### config.mk
export PLATFORM = sky130hd
export DESIGN_NAME = video_stream_arbiter_flat
export DESIGN_NICKNAME = d
export VERILOG_FILES = /design/src/rtl/video_stream_arbiter_pkg.sv /design/src/rtl/video_stream_arbiter_if.sv /design/src/rtl/video_stream_arbiter_picker.sv /design/src/rtl/video_stream_arbiter.sv /design/src/flat_wrapper.sv
export SDC_FILE = /design/constraint.sdc
export NUM_CORES = 1
export LEC_CHECK = 0
export CAP_MARGIN = 20
export CELL_PAD_IN_SITES_DETAIL_PLACEMENT = 1
export CELL_PAD_IN_SITES_GLOBAL_PLACEMENT = 2
export CORE_UTILIZATION = 18
export DETAILED_ROUTE_END_ITERATION = 8
export GPL_TIMING_DRIVEN = 0
export HOLD_SLACK_MARGIN = 0.06
export PLACE_DENSITY = 0.76
export SETUP_SLACK_MARGIN = 0.3
export SYNTH_ARGS = -nofsm -noshare
export SYNTH_HDL_FRONTEND = slang
export SYNTH_SLANG_ARGS = --single-unit
### constraint.sdc
create_clock -name aclk -period 1.7 [get_ports aclk]
set_input_delay 0.255 -clock aclk [delete_from_list [all_inputs] [get_ports aclk]]
set_output_delay 0.255 -clock aclk [all_outputs]
set_load 0.01 [all_outputs]
### src/rtl/video_stream_arbiter_pkg.sv
// rtl/video_stream_arbiter_pkg.sv - shared types and round-robin helper for video_stream_arbiter
package video_stream_pkg;

  // Arbiter control states
  typedef enum logic [0:0] {
    ARB_IDLE = 1'b0,
    ARB_XFER = 1'b1
  } arb_state_t;

  // Largest source count the round-robin helper is sized for
  localparam int unsigned RR_MAX_SRC = 8;

  // Index width for a source count; never narrower than one bit
  function automatic int unsigned idx_width(input int unsigned n);
    return (n <= 2) ? 32'd1 : 32'($clog2(n));
  endfunction

  // First valid source after last_grant, wrapping modulo n_src.
  // Scanning from the farthest offset down lets the nearest hit overwrite.
  // Returns last_grant unchanged when nothing is valid.
  function automatic logic [2:0] rr_next(input logic [7:0]  valid,
                                         input logic [2:0]  last_grant,
                                         input int unsigned n_src);
    logic [2:0]  win;
    int unsigned idx;
    win = last_grant;
    for (int unsigned k = RR_MAX_SRC; k >= 1; k--) begin
      if (k <= n_src) begin
        idx = (32'(last_grant) + k) % n_src;
        if (valid[idx[2:0]]) begin
          win = idx[2:0];
        end
      end
    end
    return win;
  endfunction

endpackage

### src/rtl/video_stream_arbiter_if.sv
// rtl/video_stream_arbiter_if.sv - nasti_stream_channel stream interface with master/slave views
interface nasti_stream_channel #(
  parameter int unsigned DATA_WIDTH = 64,
  parameter int unsigned USER_WIDTH = 1,
  parameter int unsigned DEST_WIDTH = 3,
  parameter int unsigned ID_WIDTH   = 1
);
  logic                    t_valid;
  logic                    t_ready;
  logic [DATA_WIDTH-1:0]   t_data;
  logic [DATA_WIDTH/8-1:0] t_strb;
  logic [DATA_WIDTH/8-1:0] t_keep;
  logic                    t_last;
  logic [ID_WIDTH-1:0]     t_id;
  logic [DEST_WIDTH-1:0]   t_dest;
  logic [USER_WIDTH-1:0]   t_user;

  modport master (
    output t_valid, t_data, t_strb, t_keep, t_last, t_id, t_dest, t_user,
    input  t_ready
  );

  modport slave (
    input  t_valid, t_data, t_strb, t_keep, t_last, t_id, t_dest, t_user,
    output t_ready
  );
endinterface

### src/rtl/video_stream_arbiter_picker.sv
// rtl/video_stream_arbiter_picker.sv - combinational round-robin winner picker
module video_rr_picker
  import video_stream_pkg::*;
#(
  parameter int unsigned N_SRC = 4,
  parameter int unsigned IDX_W = 2
) (
  input  logic [N_SRC-1:0] i_valid,
  input  logic [IDX_W-1:0] i_last_grant,
  output logic [IDX_W-1:0] o_winner,
  output logic             o_any_valid
);

  logic [7:0] w_valid8;
  logic [2:0] w_last3;

  assign w_valid8    = 8'(i_valid);
  assign w_last3     = 3'(i_last_grant);
  assign o_winner    = IDX_W'(rr_next(w_valid8, w_last3, N_SRC));
  assign o_any_valid = |i_valid;

endmodule

### src/rtl/video_stream_arbiter.sv
// rtl/video_stream_arbiter.sv - packet-granular round-robin stream arbiter; option VIDEO_STREAM_ARB_DEST_TAG_EN
module video_stream_arbiter
  import video_stream_pkg::*;
#(
  parameter  int unsigned N_SRC      = 4,
  parameter  int unsigned DATA_WIDTH = 64,
  parameter  int unsigned USER_WIDTH = 1,
  parameter  int unsigned DEST_WIDTH = 3,
  localparam int unsigned IDX_W      = idx_width(N_SRC),
  localparam int unsigned KEEP_W     = DATA_WIDTH / 8
) (
  input  logic                         aclk,
  input  logic                         aresetn,
  input  logic [N_SRC-1:0]             src_t_valid,
  output logic [N_SRC-1:0]             src_t_ready,
  input  logic [N_SRC*DATA_WIDTH-1:0]  src_t_data,
  input  logic [N_SRC*KEEP_W-1:0]      src_t_keep,
  input  logic [N_SRC-1:0]             src_t_last,
  input  logic [N_SRC*USER_WIDTH-1:0]  src_t_user,
  input  logic [N_SRC*DEST_WIDTH-1:0]  src_t_dest,
  nasti_stream_channel.master          dst,
  output logic [IDX_W-1:0]             grant_idx,
  output logic                         busy
);

  arb_state_t              r_state;
  arb_state_t              w_next_state;
  logic [IDX_W-1:0]        r_grant;
  logic [IDX_W-1:0]        r_last_grant;
  logic [IDX_W-1:0]        w_winner;
  logic                    w_any_valid;

  logic                    w_sel_valid;
  logic                    w_sel_last;
  logic [DATA_WIDTH-1:0]   w_sel_data;
  logic [KEEP_W-1:0]       w_sel_keep;
  logic [USER_WIDTH-1:0]   w_sel_user;
  logic [DEST_WIDTH-1:0]   w_sel_dest;

  logic                    w_out_free;
  logic                    w_accept;

  logic                    r_valid;
  logic                    r_last;
  logic [DATA_WIDTH-1:0]   r_data;
  logic [KEEP_W-1:0]       r_keep;
  logic [USER_WIDTH-1:0]   r_user;
  logic [DEST_WIDTH-1:0]   r_dest;

  video_rr_picker #(
    .N_SRC (N_SRC),
    .IDX_W (IDX_W)
  ) u_picker (
    .i_valid      (src_t_valid),
    .i_last_grant (r_last_grant),
    .o_winner     (w_winner),
    .o_any_valid  (w_any_valid)
  );

  // Mux the granted source's beat onto the w_sel_* wires
  always_comb begin
    w_sel_valid = 1'b0;
    w_sel_last  = 1'b0;
    w_sel_data  = '0;
    w_sel_keep  = '0;
    w_sel_user  = '0;
    w_sel_dest  = '0;
    for (int i = 0; i < int'(N_SRC); i++) begin
      if (r_grant == IDX_W'(i)) begin
        w_sel_valid = src_t_valid[i];
        w_sel_last  = src_t_last[i];
        w_sel_data  = src_t_data[i*DATA_WIDTH +: DATA_WIDTH];
        w_sel_keep  = src_t_keep[i*KEEP_W +: KEEP_W];
        w_sel_user  = src_t_user[i*USER_WIDTH +: USER_WIDTH];
        w_sel_dest  = src_t_dest[i*DEST_WIDTH +: DEST_WIDTH];
      end
    end
  end

  // The output register can take a beat when empty or draining this cycle
  assign w_out_free = dst.t_ready || !r_valid;
  assign w_accept   = (r_state == ARB_XFER) && w_sel_valid && w_out_free;

  // State register
  always_ff @(posedge aclk or negedge aresetn) begin
    if (!aresetn) begin
      r_state <= ARB_IDLE;
    end else begin
      r_state <= w_next_state;
    end
  end

  // Next state: arbitrate in IDLE, stay in XFER until the last beat is taken
  always_comb begin
    w_next_state = r_state;
    case (r_state)
      ARB_IDLE: if (w_any_valid)            w_next_state = ARB_XFER;
      ARB_XFER: if (w_accept && w_sel_last) w_next_state = ARB_IDLE;
      default:                              w_next_state = ARB_IDLE;
    endcase
  end

  // Ready goes only to the granted source while a packet is in flight
  always_comb begin
    src_t_ready = '0;
    for (int i = 0; i < int'(N_SRC); i++) begin
      src_t_ready[i] = (r_state == ARB_XFER) && (r_grant == IDX_W'(i)) && w_out_free;
    end
  end

  // Grant latch and round-robin pointer; last_grant starts at the top so source 0 wins first
  always_ff @(posedge aclk or negedge aresetn) begin
    if (!aresetn) begin
      r_grant      <= '0;
      r_last_grant <= IDX_W'(N_SRC - 1);
    end else begin
      if ((r_state == ARB_IDLE) && w_any_valid) begin
        r_grant <= w_winner;
      end
      if (w_accept && w_sel_last) begin
        r_last_grant <= r_grant;
      end
    end
  end

  // Output beat register: load on accept, clear on drain without a refill
  always_ff @(posedge aclk or negedge aresetn) begin
    if (!aresetn) begin
      r_valid <= 1'b0;
      r_last  <= 1'b0;
      r_data  <= '0;
      r_keep  <= '0;
      r_user  <= '0;
      r_dest  <= '0;
    end else if (w_accept) begin
      r_valid <= 1'b1;
      r_last  <= w_sel_last;
      r_data  <= w_sel_data;
      r_keep  <= w_sel_keep;
      r_user  <= w_sel_user;
`ifdef VIDEO_STREAM_ARB_DEST_TAG_EN
      r_dest  <= DEST_WIDTH'(r_grant);
`else
      r_dest  <= w_sel_dest;
`endif
    end else if (dst.t_ready) begin
      r_valid <= 1'b0;
    end
  end

`ifdef VIDEO_STREAM_ARB_DEST_TAG_EN
  // Source dest is replaced by the grant tag
  logic w_unused_dest;
  assign w_unused_dest = ^w_sel_dest;
`endif

  assign dst.t_valid = r_valid;
  assign dst.t_last  = r_last;
  assign dst.t_data  = r_data;
  assign dst.t_keep  = r_keep;
  assign dst.t_strb  = r_keep;
  assign dst.t_user  = r_user;
  assign dst.t_dest  = r_dest;
  assign dst.t_id    = '0;

  assign grant_idx = r_grant;
  assign busy      = (r_state == ARB_XFER) || r_valid;

endmodule

### src/flat_wrapper.sv
// flat-port wrapper written by rule: the top's interface ports become plain ports
module video_stream_arbiter_flat import video_stream_pkg::*;
#(
  parameter  int unsigned N_SRC      = 4,
  parameter  int unsigned DATA_WIDTH = 64,
  parameter  int unsigned USER_WIDTH = 1,
  parameter  int unsigned DEST_WIDTH = 3,
  localparam int unsigned IDX_W      = idx_width(N_SRC),
  localparam int unsigned KEEP_W     = DATA_WIDTH / 8
)
  (aclk, aresetn, src_t_valid, src_t_ready, src_t_data, src_t_keep, src_t_last, src_t_user, src_t_dest, grant_idx, busy, dst_t_valid, dst_t_data, dst_t_strb, dst_t_keep, dst_t_last, dst_t_id, dst_t_dest, dst_t_user, dst_t_ready);
  nasti_stream_channel #(.DATA_WIDTH(DATA_WIDTH), .USER_WIDTH(USER_WIDTH), .DEST_WIDTH(DEST_WIDTH)) dst_i ();
  input  logic aclk;
  input  logic aresetn;
  input  logic [N_SRC-1:0] src_t_valid;
  output logic [N_SRC-1:0] src_t_ready;
  input  logic [N_SRC*DATA_WIDTH-1:0] src_t_data;
  input  logic [N_SRC*KEEP_W-1:0] src_t_keep;
  input  logic [N_SRC-1:0] src_t_last;
  input  logic [N_SRC*USER_WIDTH-1:0] src_t_user;
  input  logic [N_SRC*DEST_WIDTH-1:0] src_t_dest;
  output logic [IDX_W-1:0] grant_idx;
  output logic busy;
  output wire logic [$bits(dst_i.t_valid)-1:0] dst_t_valid;
  output wire logic [$bits(dst_i.t_data)-1:0] dst_t_data;
  output wire logic [$bits(dst_i.t_strb)-1:0] dst_t_strb;
  output wire logic [$bits(dst_i.t_keep)-1:0] dst_t_keep;
  output wire logic [$bits(dst_i.t_last)-1:0] dst_t_last;
  output wire logic [$bits(dst_i.t_id)-1:0] dst_t_id;
  output wire logic [$bits(dst_i.t_dest)-1:0] dst_t_dest;
  output wire logic [$bits(dst_i.t_user)-1:0] dst_t_user;
  input wire logic [$bits(dst_i.t_ready)-1:0] dst_t_ready;
  assign dst_t_valid = dst_i.t_valid;
  assign dst_t_data = dst_i.t_data;
  assign dst_t_strb = dst_i.t_strb;
  assign dst_t_keep = dst_i.t_keep;
  assign dst_t_last = dst_i.t_last;
  assign dst_t_id = dst_i.t_id;
  assign dst_t_dest = dst_i.t_dest;
  assign dst_t_user = dst_i.t_user;
  assign dst_i.t_ready = dst_t_ready;
  video_stream_arbiter #(.N_SRC(N_SRC), .DATA_WIDTH(DATA_WIDTH), .USER_WIDTH(USER_WIDTH), .DEST_WIDTH(DEST_WIDTH)) u_core (.aclk(aclk), .aresetn(aresetn), .src_t_valid(src_t_valid), .src_t_ready(src_t_ready), .src_t_data(src_t_data), .src_t_keep(src_t_keep), .src_t_last(src_t_last), .src_t_user(src_t_user), .src_t_dest(src_t_dest), .dst(dst_i), .grant_idx(grant_idx), .busy(busy));
endmodule
* Word-level counts from Yosys, hierarchy flattened
Index checks and enable logic that the tools add are counted.
** Operators by class
- Eq/ne operators :: 3
- Bitwise gates (word level) :: 1
- Multiplexer cells :: 41
- Div/mod/pow operators :: 0
- Shift operators :: 0
- $lt $le $gt $ge :: 4
- Reductions and logical operators :: 18
- $add $sub $neg :: 4
- Multiply operators :: 0
** Operators by type and width (number)
- 64-bit 2-to-1 mux :: 4
- 8-bit 2-to-1 mux :: 4
- 1-bit 2-to-1 mux :: 20
- 2-bit by 4-bit less-than comparator with 1-bit output, second input constant :: 4
- 1-bit logical AND :: 12
- 3-bit 2-to-1 mux :: 4
- 1-bit binary-select mux with 2-bit select :: 4
- 2-bit 2-to-1 mux :: 4
- 2-bit by 1-bit adder with 2-bit output, second input constant :: 2
- 2-bit adder, second input constant :: 2
- 2-bit equality test, second input constant :: 2
- 4-bit OR reduction :: 1
- 2-bit by 1-bit equality test with 1-bit output, second input constant :: 1
- 2-bit logical NOT :: 1
- 1-bit logical OR :: 2
- 1-bit case mux with 2 select lines :: 1
- 2-bit nonzero test :: 1
- 1-bit logical NOT :: 1
- 1-bit inverter :: 1
** Storage, ports and cells
- Memory bits (read-only) :: 0
- Latch bits :: 0
- Word-level logic and storage cells :: 80
- RAM bits :: 0
- Bits in registers :: 83
- Memories :: 0
- Input port bits :: 315

* Logic depth before layout (Yosys ltp)
Gate-level depths: netlist of the first run.
- Depth after elaboration :: 10
- Mapped depth :: 6

* Cells and area by module
Synthesis of the first run repeated with hierarchy kept, for this count alone.
** Unflattened totals
- Cells, all modules :: 309
- Area total of the unflattened synthesis :: 5127.4 µm²
** By module, submodules not included
- video_stream_arbiter :: area each 5054.8 µm², times used 1, cells each 295
- video_rr_picker :: area each 72.6 µm², times used 1, cells each 14

* Worst setup path before layout of the first run
Ideal clock, no wire load.
- Path type :: flip-flop to flip-flop
- From :: reg u_core.r_grant[1] (netlist: u_core.grant_idx[1])
- To :: reg u_core.r_data[43] (netlist: u_core.dst.t_data[43])
- Cell stages (with the launch flop) :: 6
- Data arrival time :: 1669 ps
- Path slack :: -95 ps
- Data required time :: 1575 ps
- Period minus slack after synthesis :: 1795 ps
- Buffers on the path :: 2
- Library setup time :: 125 ps
- Cells stage by stage :: dfrtp_1 -> mux4_2 -> nand3_2 -> buf_8 -> buf_12 -> mux2_4
** Between the ends
- Cells in the longest elaborated chain, start to end :: 7
** Ends and longest elaborated chain
- start, declared :: RTL line video_stream_arbiter.sv:28 : logic [IDX_W-1:0] r_grant;
- start signal, assigned :: RTL line video_stream_arbiter.sv:118 : r_grant <= w_winner;
- 2-bit logical NOT :: RTL line video_stream_arbiter.sv:69 : if (r_grant == IDX_W'(i)) begin
- 1-bit 2-to-1 mux (4 in series) :: RTL line video_stream_arbiter.sv:69
- 1-bit logical AND (2 in series) :: RTL line video_stream_arbiter.sv:82 : assign w_accept = (r_state == ARB_XFER) && w_sel_valid && w_out_free;
- end signal, assigned :: RTL line video_stream_arbiter.sv:138 : r_data <= w_sel_data;
- end, declared :: RTL line video_stream_arbiter.sv:45 : logic [DATA_WIDTH-1:0] r_data;
Parallel ways exist; a longest one is shown, timed or not.
A chain may end at the register's enable or synchronous reset.

* Final worst setup path of the first run
- From :: reg u_core.r_grant[1] (netlist: u_core.grant_idx[1])
- To :: reg u_core.r_keep[0] (netlist: u_core.dst.t_keep[0])
** Between the ends
- Cells in the longest elaborated chain, start to end :: 7
** Ends and longest elaborated chain
- 2-bit logical NOT :: RTL line video_stream_arbiter.sv:69
- 1-bit 2-to-1 mux (4 in series) :: RTL line video_stream_arbiter.sv:69
- 1-bit logical AND (2 in series) :: RTL line video_stream_arbiter.sv:82
- end signal, assigned :: RTL line video_stream_arbiter.sv:139 : r_keep <= w_sel_keep;
- end, declared :: RTL line video_stream_arbiter.sv:46 : logic [KEEP_W-1:0] r_keep;
Parallel ways exist; a longest one is shown, timed or not.

==> results.md, run 1 <==
* Sum of net half-perimeters after detailed placement at 19600 µm
* Flip-flop and latch count after synthesis at 83
* Setup Crit Path Kind: register to register
* Adder and majority gate portion of the synthesized area at 0%
* Vias in the first global route at 5428
* Number of hold-slack violations in the final timing report at 0
* Total number of yosys warnings at 0
* Leakage power of the design at 4.36 nW
* Vias per cell at 4.16
* Detail Route Antenna Nets at 0
* Die height at 173 µm
* Worst endpoint data arrival time at 2.22 ns
* Rel. slew slack at 55.3%
* Count of vias placed by the detailed router at 4788
* Global-route wire length before repair at 35100 µm
* Final #Nets at 1077
* Final min period at 1.99 ns
* Post-synthesis cell type count at 32
* Routability Congestion at 0.782
* Largest clock skew in the final design at 0.0124 ns
* Clock Pin Slew Worst Setup and Hold Paths at 0.07 ns
* Area fraction in and, or, nand and nor cells after synthesis at 2.30%
* Antenna diodes at 0
* Cts bufs inserted at 9
* F_max at 502 MHz
* Compound-gate portion of the synthesized area at 1.14%
* Proportion of synthesized flip-flops having asynchronous set or reset at 100%
* Critical path launch point type: register
* Mapped Nets at 625
* Violations in the final reports: setup timing
* Area fraction of the dominant cell type after synthesis at 38.4%
* PD cells at 1550 mW/mm²
* Area of the mapped netlist at 0.00528 mm²
* Global-route total usage across every layer at 16.0%
* Transition time at the pin with the least slew margin at 0.671 ns
* Starting DRC count in detailed routing at 120
* Total congestion overflow after global routing at 0
* Required time of the worst setup path at 1.93 ns
* Top post-synthesis cells by area: dfrtp_1 38%, mux4_2 33%, mux2_2 10%, mux2_4 8.2%, buf_4 1.8%
* Area enclosed by the die boundary at 0.0300 mm²
* Critical register-to-register path startpoint: u_core.grant_idx[1]$_DFFE_PN0P_
* Most common library cell in the layout ignoring fill and taps: clkdlybuf4s50_1
* Min-Delay Path Class: input pin to asynchronous set/reset pin
* Placed cell count at 1102
* Clock root buffer: clkbuf_16
* Xor-xnor portion of the synthesized cell area at 0%
* Proportion of synthesized chip area in sequential cells at 39.4%
* Clock Latency Late Sink at 0.34 ns
* PortBufs at 407
* Max clock buf depth at 2
* Maximum resistive drop on vdd at 0.470 mV
* Count of flip-flops with a built-in enable after synthesis at 0
* Outcome: complete, but fails checks
* Number of standard-cell rows in the floorplan at 62
* Top library cells by usage in the layout, fill and taps aside: 313 x clkdlybuf4s50_1, 80 x dfrtp_1, 79 x dlygate4sd2_1
* Post-route setup slack at -0.293 ns
* Maximum number of pins on one net before global-route repair at 46
* Number of iterations in the first detailed-routing pass at 4
* WL/cell at 20.9 µm
* Pins Over Slew Limit at 0
* Cell accounting for the most synthesized area: dfrtp_1
* Initial antenna violation count at 1
* Peak fanout along the critical path at 10
* Die X-Extent at 173 µm
* # setup viols final at 82
* Element type at the critical path end: register
* Per-instance average area after synthesis at 17.0 µm²
* Final non-filler cell total at 1150
* Share of post-route cells with drive strength above 1 at 34.6%
* Ports placed on the boundary at 409
* Number of violations of the max-capacitance limit at 0
* Largest family of logic cells by synthesized area: multiplexers
* Starting Density at 18.4%
* TritonCTS clock tree: yes
* Core area at 0.0288 mm²
* Setup repair after global routing missed its margin: yes
* Detailed Route WL at 24100 µm
* Launching element of the worst setup path: u_core.grant_idx[1]$_DFFE_PN0P_
* Layout area overhead at 100%
* Tcrit/Tclk final at 117%
* Post-detailed-route DRC marker count at 0
* Final total negative setup slack at -20.69 ns
* Cells after Synth at 310
* Number of sinks on the clock net at 83
* Leading register cell type out of synthesis: dfrtp_1
* Multiplexer fraction of the synthesized cell area at 52.1%
* Final design utilization at 36.7%
* Worst Hold Slack at 0.460 ns
* H-tree depth at 3
layer usage:
layer	GRT usage, %	vias up	wire length, µm
li1	-	2148	-
met1	18.4	2421	9440
met3	4.67	18	1480
met4	3.72	2	340
met2	28.8	199	12800
met5	0	-	9
cells in the mapped netlist (all sizes together), types with 2 or more instances:
library cell,count
a21o,2
buf,28
clkbuf,9
dfrtp,81
dfstp,2
mux2,78
mux4,78
nand2,5
nand2b,2
nand3,2
nor2,4
nor3,4
or2,2
kinds of logic after synthesis:
kind of cell / Yosys count
AO/OA/AOI/OAI: 8
AND/OR/NAND/NOR: 23
other: 1
multiplexers: 157
buffers and inverters: 38
flip-flops: 83
path summary, 6_finish.rpt:
kind | to | slack [ns] | depth (start not counted)
setup / recovery | u_core.dst.t_keep[0]$_DFFE_PN0P_ | -0.29 | 6
hold / removal | u_core.dst.t_keep[4]$_DFFE_PN0P_ | 0.46 | 2
setup reg to reg | u_core.dst.t_keep[0]$_DFFE_PN0P_ | -0.29 | 6
hold reg to reg | u_core.dst.t_data[42]$_DFFE_PN0P_ | 0.50 | 1
max in group asynchronous | u_core.dst.t_data[48]$_DFFE_PN0P_ | 0.58 | 3
min in group aclk | u_core.dst.t_data[42]$_DFFE_PN0P_ | 0.50 | 1
cell type report:
type / count / area (µm²)
Fill cell: 3038 / 18200
Timing Repair Buffer: 441 / 4280
Multi-Input combinational cell: 189 / 3030
Sequential cell: 83 / 2080
Tap cell: 384 / 480
Buffer: 37 / 389
Clock buffer: 11 / 233
Clock inverter: 4 / 76.3
Inverter: 1 / 3.75
flip-flops by register name, indices dropped and copies added, names as in the netlist:
| name | flops |
|---|---|
| u_core.dst.t_keep | 8 |
| u_core.dst.t_dest | 3 |
| u_core.dst.t_valid | 1 |
| u_core.r_last_grant | 2 |
| u_core.dst.t_last | 1 |
| u_core.dst.t_data | 64 |
| u_core.grant_idx | 2 |
| u_core.r_state | 1 |
| u_core.dst.t_user | 1 |
worst max-delay path, stage by stage, from the launching register on:
cell     delay (ns)
dfrtp_2        0.42
buf_6          0.11
mux4_2         0.53
nand3_4        0.17
buf_12         0.17
buf_12         0.15
mux2_4         0.31
stage by stage:
| stage | power [mW] | cell area (µm²) | setup WS, ns |
|---|---|---|---|
| 2_1_floorplan | 9.49 | 5310 | -0.0806 |
| 3_3_place_gp | 14.0 | 9870 | -3.35 |
| 3_5_place_dp | 14.1 | 9890 | -0.638 |
| 4_1_cts | 16.3 | 10400 | -0.294 |
| 5_1_grt | 17.5 | 10600 | -0.359 |
| 6_report | 16.4 | 10600 | -0.293 |
power by group:
part | switching (mW) | total, mW | internal, mW | leakage [nW]
Sequential | 0.608 | 3.67 | 3.06 | 0.969
Combinational | 4.17 | 10.6 | 6.44 | 3.24
Clock | 0.849 | 2.13 | 1.29 | 0.146
what timing repair did:
action | CTS | global route
pin swaps | 3 | 2
endpoints found under the hold margin | 36 | 0
gates cloned | 0 | 1
gates resized for setup | 165 | 28
buffers inserted | 17 | 14
setup endpoints to repair | 175 | 93
hold buffers | 1 | 0
Power figures use the tool's default switching activity.
==> run 2, diff against run 1 <==
GPL_TIMING_DRIVEN = unset   (was 0)
==> results.md, run 2 (synthesis results as in run 1) <==
* Antenna diodes at 0 (unchanged)
* Total congestion overflow after global routing at 0 (unchanged)
* Placed Instance Area at 0.00996 mm² (+0.71%)
* Element type at the critical path end: register
* Clock root buffer: clkbuf_16
* Setup repair after global routing missed its margin: yes
* Final design utilization at 38.0% (+1.2 points)
* Initial antenna violation count at 0 (-1)
* Detail Route Antenna Nets at 0 (unchanged)
* # setup viols final at 80 (-2.4%)
* Worst Hold Slack at 0.301 ns (-0.159 ns)
* Detailed Route WL at 24300 µm (+1.1%)
* Starting DRC count in detailed routing at 111 (-7.5%)
* Number of standard-cell rows in the floorplan at 62 (unchanged)
* Power after layout at 17.5 mW (+6.7%)
* Number of sinks on the clock net at 83 (unchanged)
* F_max at 525 MHz (+4.6%)
* Critical register-to-register path startpoint: u_core.grant_idx[1]$_DFFE_PN0P_
* Routability Congestion at 0.775 (-0.82%)
* Setup Crit Path Kind: register to register
* Sequential cell area in the final layout at 0.00209 mm² (+0.36%)
* Min-Delay Path Class: input pin to asynchronous set/reset pin
* Die X-Extent at 173 µm (unchanged)
* Global-route total usage across every layer at 15.7% (-0.30 points)
* Vias per cell at 4.24 (+1.8%)
* Met1 usage at 18.2% (-0.25 points)
* Pins Over Slew Limit at 0 (unchanged)
* Share of post-route cells with drive strength above 1 at 33.7% (-0.91 points)
* PortBufs at 407 (unchanged)
* Filler cell count at 3012 (-0.86%)
* Die height at 173 µm (unchanged)
* Number of violations of the max-capacitance limit at 0 (unchanged)
* Clock Pin Slew Worst Setup and Hold Paths at 0.07 ns (about the same)
* Maximum number of pins on one net before global-route repair at 47 (+2.2%)
* H-tree depth at 3 (unchanged)
* Largest register FFs at 64 (unchanged)
* Final #Nets at 1071 (-0.56%)
* Largest clock skew in the final design at 0.0177 ns (+0.00526 ns)
* PD cells at 1600 mW/mm² (+3.2%)
* Multi-input gate area in the final layout at 0.00311 mm² (+2.8%)
* Top library cells by usage in the layout, fill and taps aside: 313 x clkdlybuf4s50_1, 84 x dlygate4sd2_1, 78 x mux4_2, 78 x dfrtp_1, 65 x mux2_4
* Most common library cell in the layout ignoring fill and taps: clkdlybuf4s50_1
* Launching element of the worst setup path: u_core.grant_idx[1]$_DFFE_PN0P_
* Critical path launch point type: register
* Max clock buf depth at 2 (unchanged)
* Required time of the worst setup path at 1.93 ns (about the same)
* Violations in the final reports: setup timing
* Area enclosed by the die boundary at 0.0300 mm² (unchanged)
* Post-detailed-route DRC marker count at 0 (unchanged)
* Tcrit/Tclk final at 112% (-5.2 points)
* Peak fanout along the critical path at 7 (-3)
* Clock Latency Late Sink at 0.34 ns (about the same)
* Cts bufs inserted at 9 (unchanged)
* Core area at 0.0288 mm² (unchanged)
* Final total negative setup slack at -13.28 ns (+7.41 ns)
* WL/cell at 21.3 µm (+1.6%)
* Outcome: complete, but fails checks
* Maximum resistive drop on vdd at 0.443 mV (-5.8%)
* Ports placed on the boundary at 409 (unchanged)
* Final Cell Area at 0.0109 mm² (+3.4%)
* Starting Density at 18.4% (unchanged)
* Final min period at 1.90 ns (-0.0883 ns)
* Vias in the first global route at 5484 (+1.0%)
* Number of iterations in the first detailed-routing pass at 4 (unchanged)
* GR Util met3 at 3.46% (-1.2 points)
* Post-route setup slack at -0.205 ns (+0.0883 ns)
* Leakage power of the design at 4.60 nW (+5.4%)
* Met2 usage at 28.5% (-0.35 points)
* Sum of net half-perimeters after detailed placement at 18400 µm (-6.4%)
* Layout area overhead at 107%
* Count of vias placed by the detailed router at 4849 (+1.3%)
* Routing layer with the top usage in global route: met2
* Worst endpoint data arrival time at 2.13 ns (-0.09 ns)
* TritonCTS clock tree: yes
* Global-route wire length before repair at 34800 µm (-0.94%)
* Number of hold-slack violations in the final timing report at 0 (unchanged)
-- run 2: metal layers --
metal  vias up  routed length, µm
met3        23               1420
met1      2474               9540
met4         0                466
li1       2147                  -
met2       205              12900
met5         -                  0
-- run 2: final cells by class --
| type | instances | share of cell area [%] |
|---|---|---|
| clock buffer | 11 | 2.13 |
| clock inverter | 4 | 0.481 |
| inverter | 1 | 0.0572 |
| multi-input combinational | 189 | 28.5 |
| sequential | 83 | 19.1 |
| tap | 384 | 4.40 |
| timing repair buffer | 472 | 45.3 |
-- run 2: power breakdown --
group | internal [mW] | leakage, nW | switching [mW]
sequential | 3.08 | 0.968 | 0.691
clock | 1.13 | 0.128 | 0.836
combinational | 7.40 | 3.50 | 4.37
-- run 2: timing repair --
action / in CTS / in global routing
setup endpoints to repair: 173 / 89
hold buffers: 1 / 0
gates resized for setup: 145 / 35
setup buffers: 13 / 7
gates cloned: 6 / 10
pin swaps: 3 / 2
hold endpoints to repair: 34 / 0
-- run 2: worst max-delay path: stages (launching register included) --
cell and delay, ns:
dfrtp_4 0.42, mux4_2 0.57, nand3_4 0.16, buf_12 0.17, buf_6 0.17, mux2_4 0.31
-- run 2: final timing paths --
path                       depth (start not counted)                                end  slack (ns)
max reg2reg                                        5   u_core.dst.t_keep[4]$_DFFE_PN0P_       -0.20
min reg2reg                                        1  u_core.dst.t_data[31]$_DFFE_PN0P_        0.50
min in group aclk                                  1  u_core.dst.t_data[31]$_DFFE_PN0P_        0.50
max                                                5   u_core.dst.t_keep[4]$_DFFE_PN0P_       -0.20
max in group asynchronous                          3    u_core.grant_idx[0]$_DFFE_PN0P_        0.75
min                                                2   u_core.dst.t_keep[4]$_DFFE_PN0P_        0.30
-- run 2: per-stage QoR --
stage	instances	setup slack, ns
global route	1144	-0.246
floorplan	310	-0.0806
CTS	1127	-0.195
detailed placement	1092	-0.513
global placement	1092	-0.477
finish	1144	-0.205
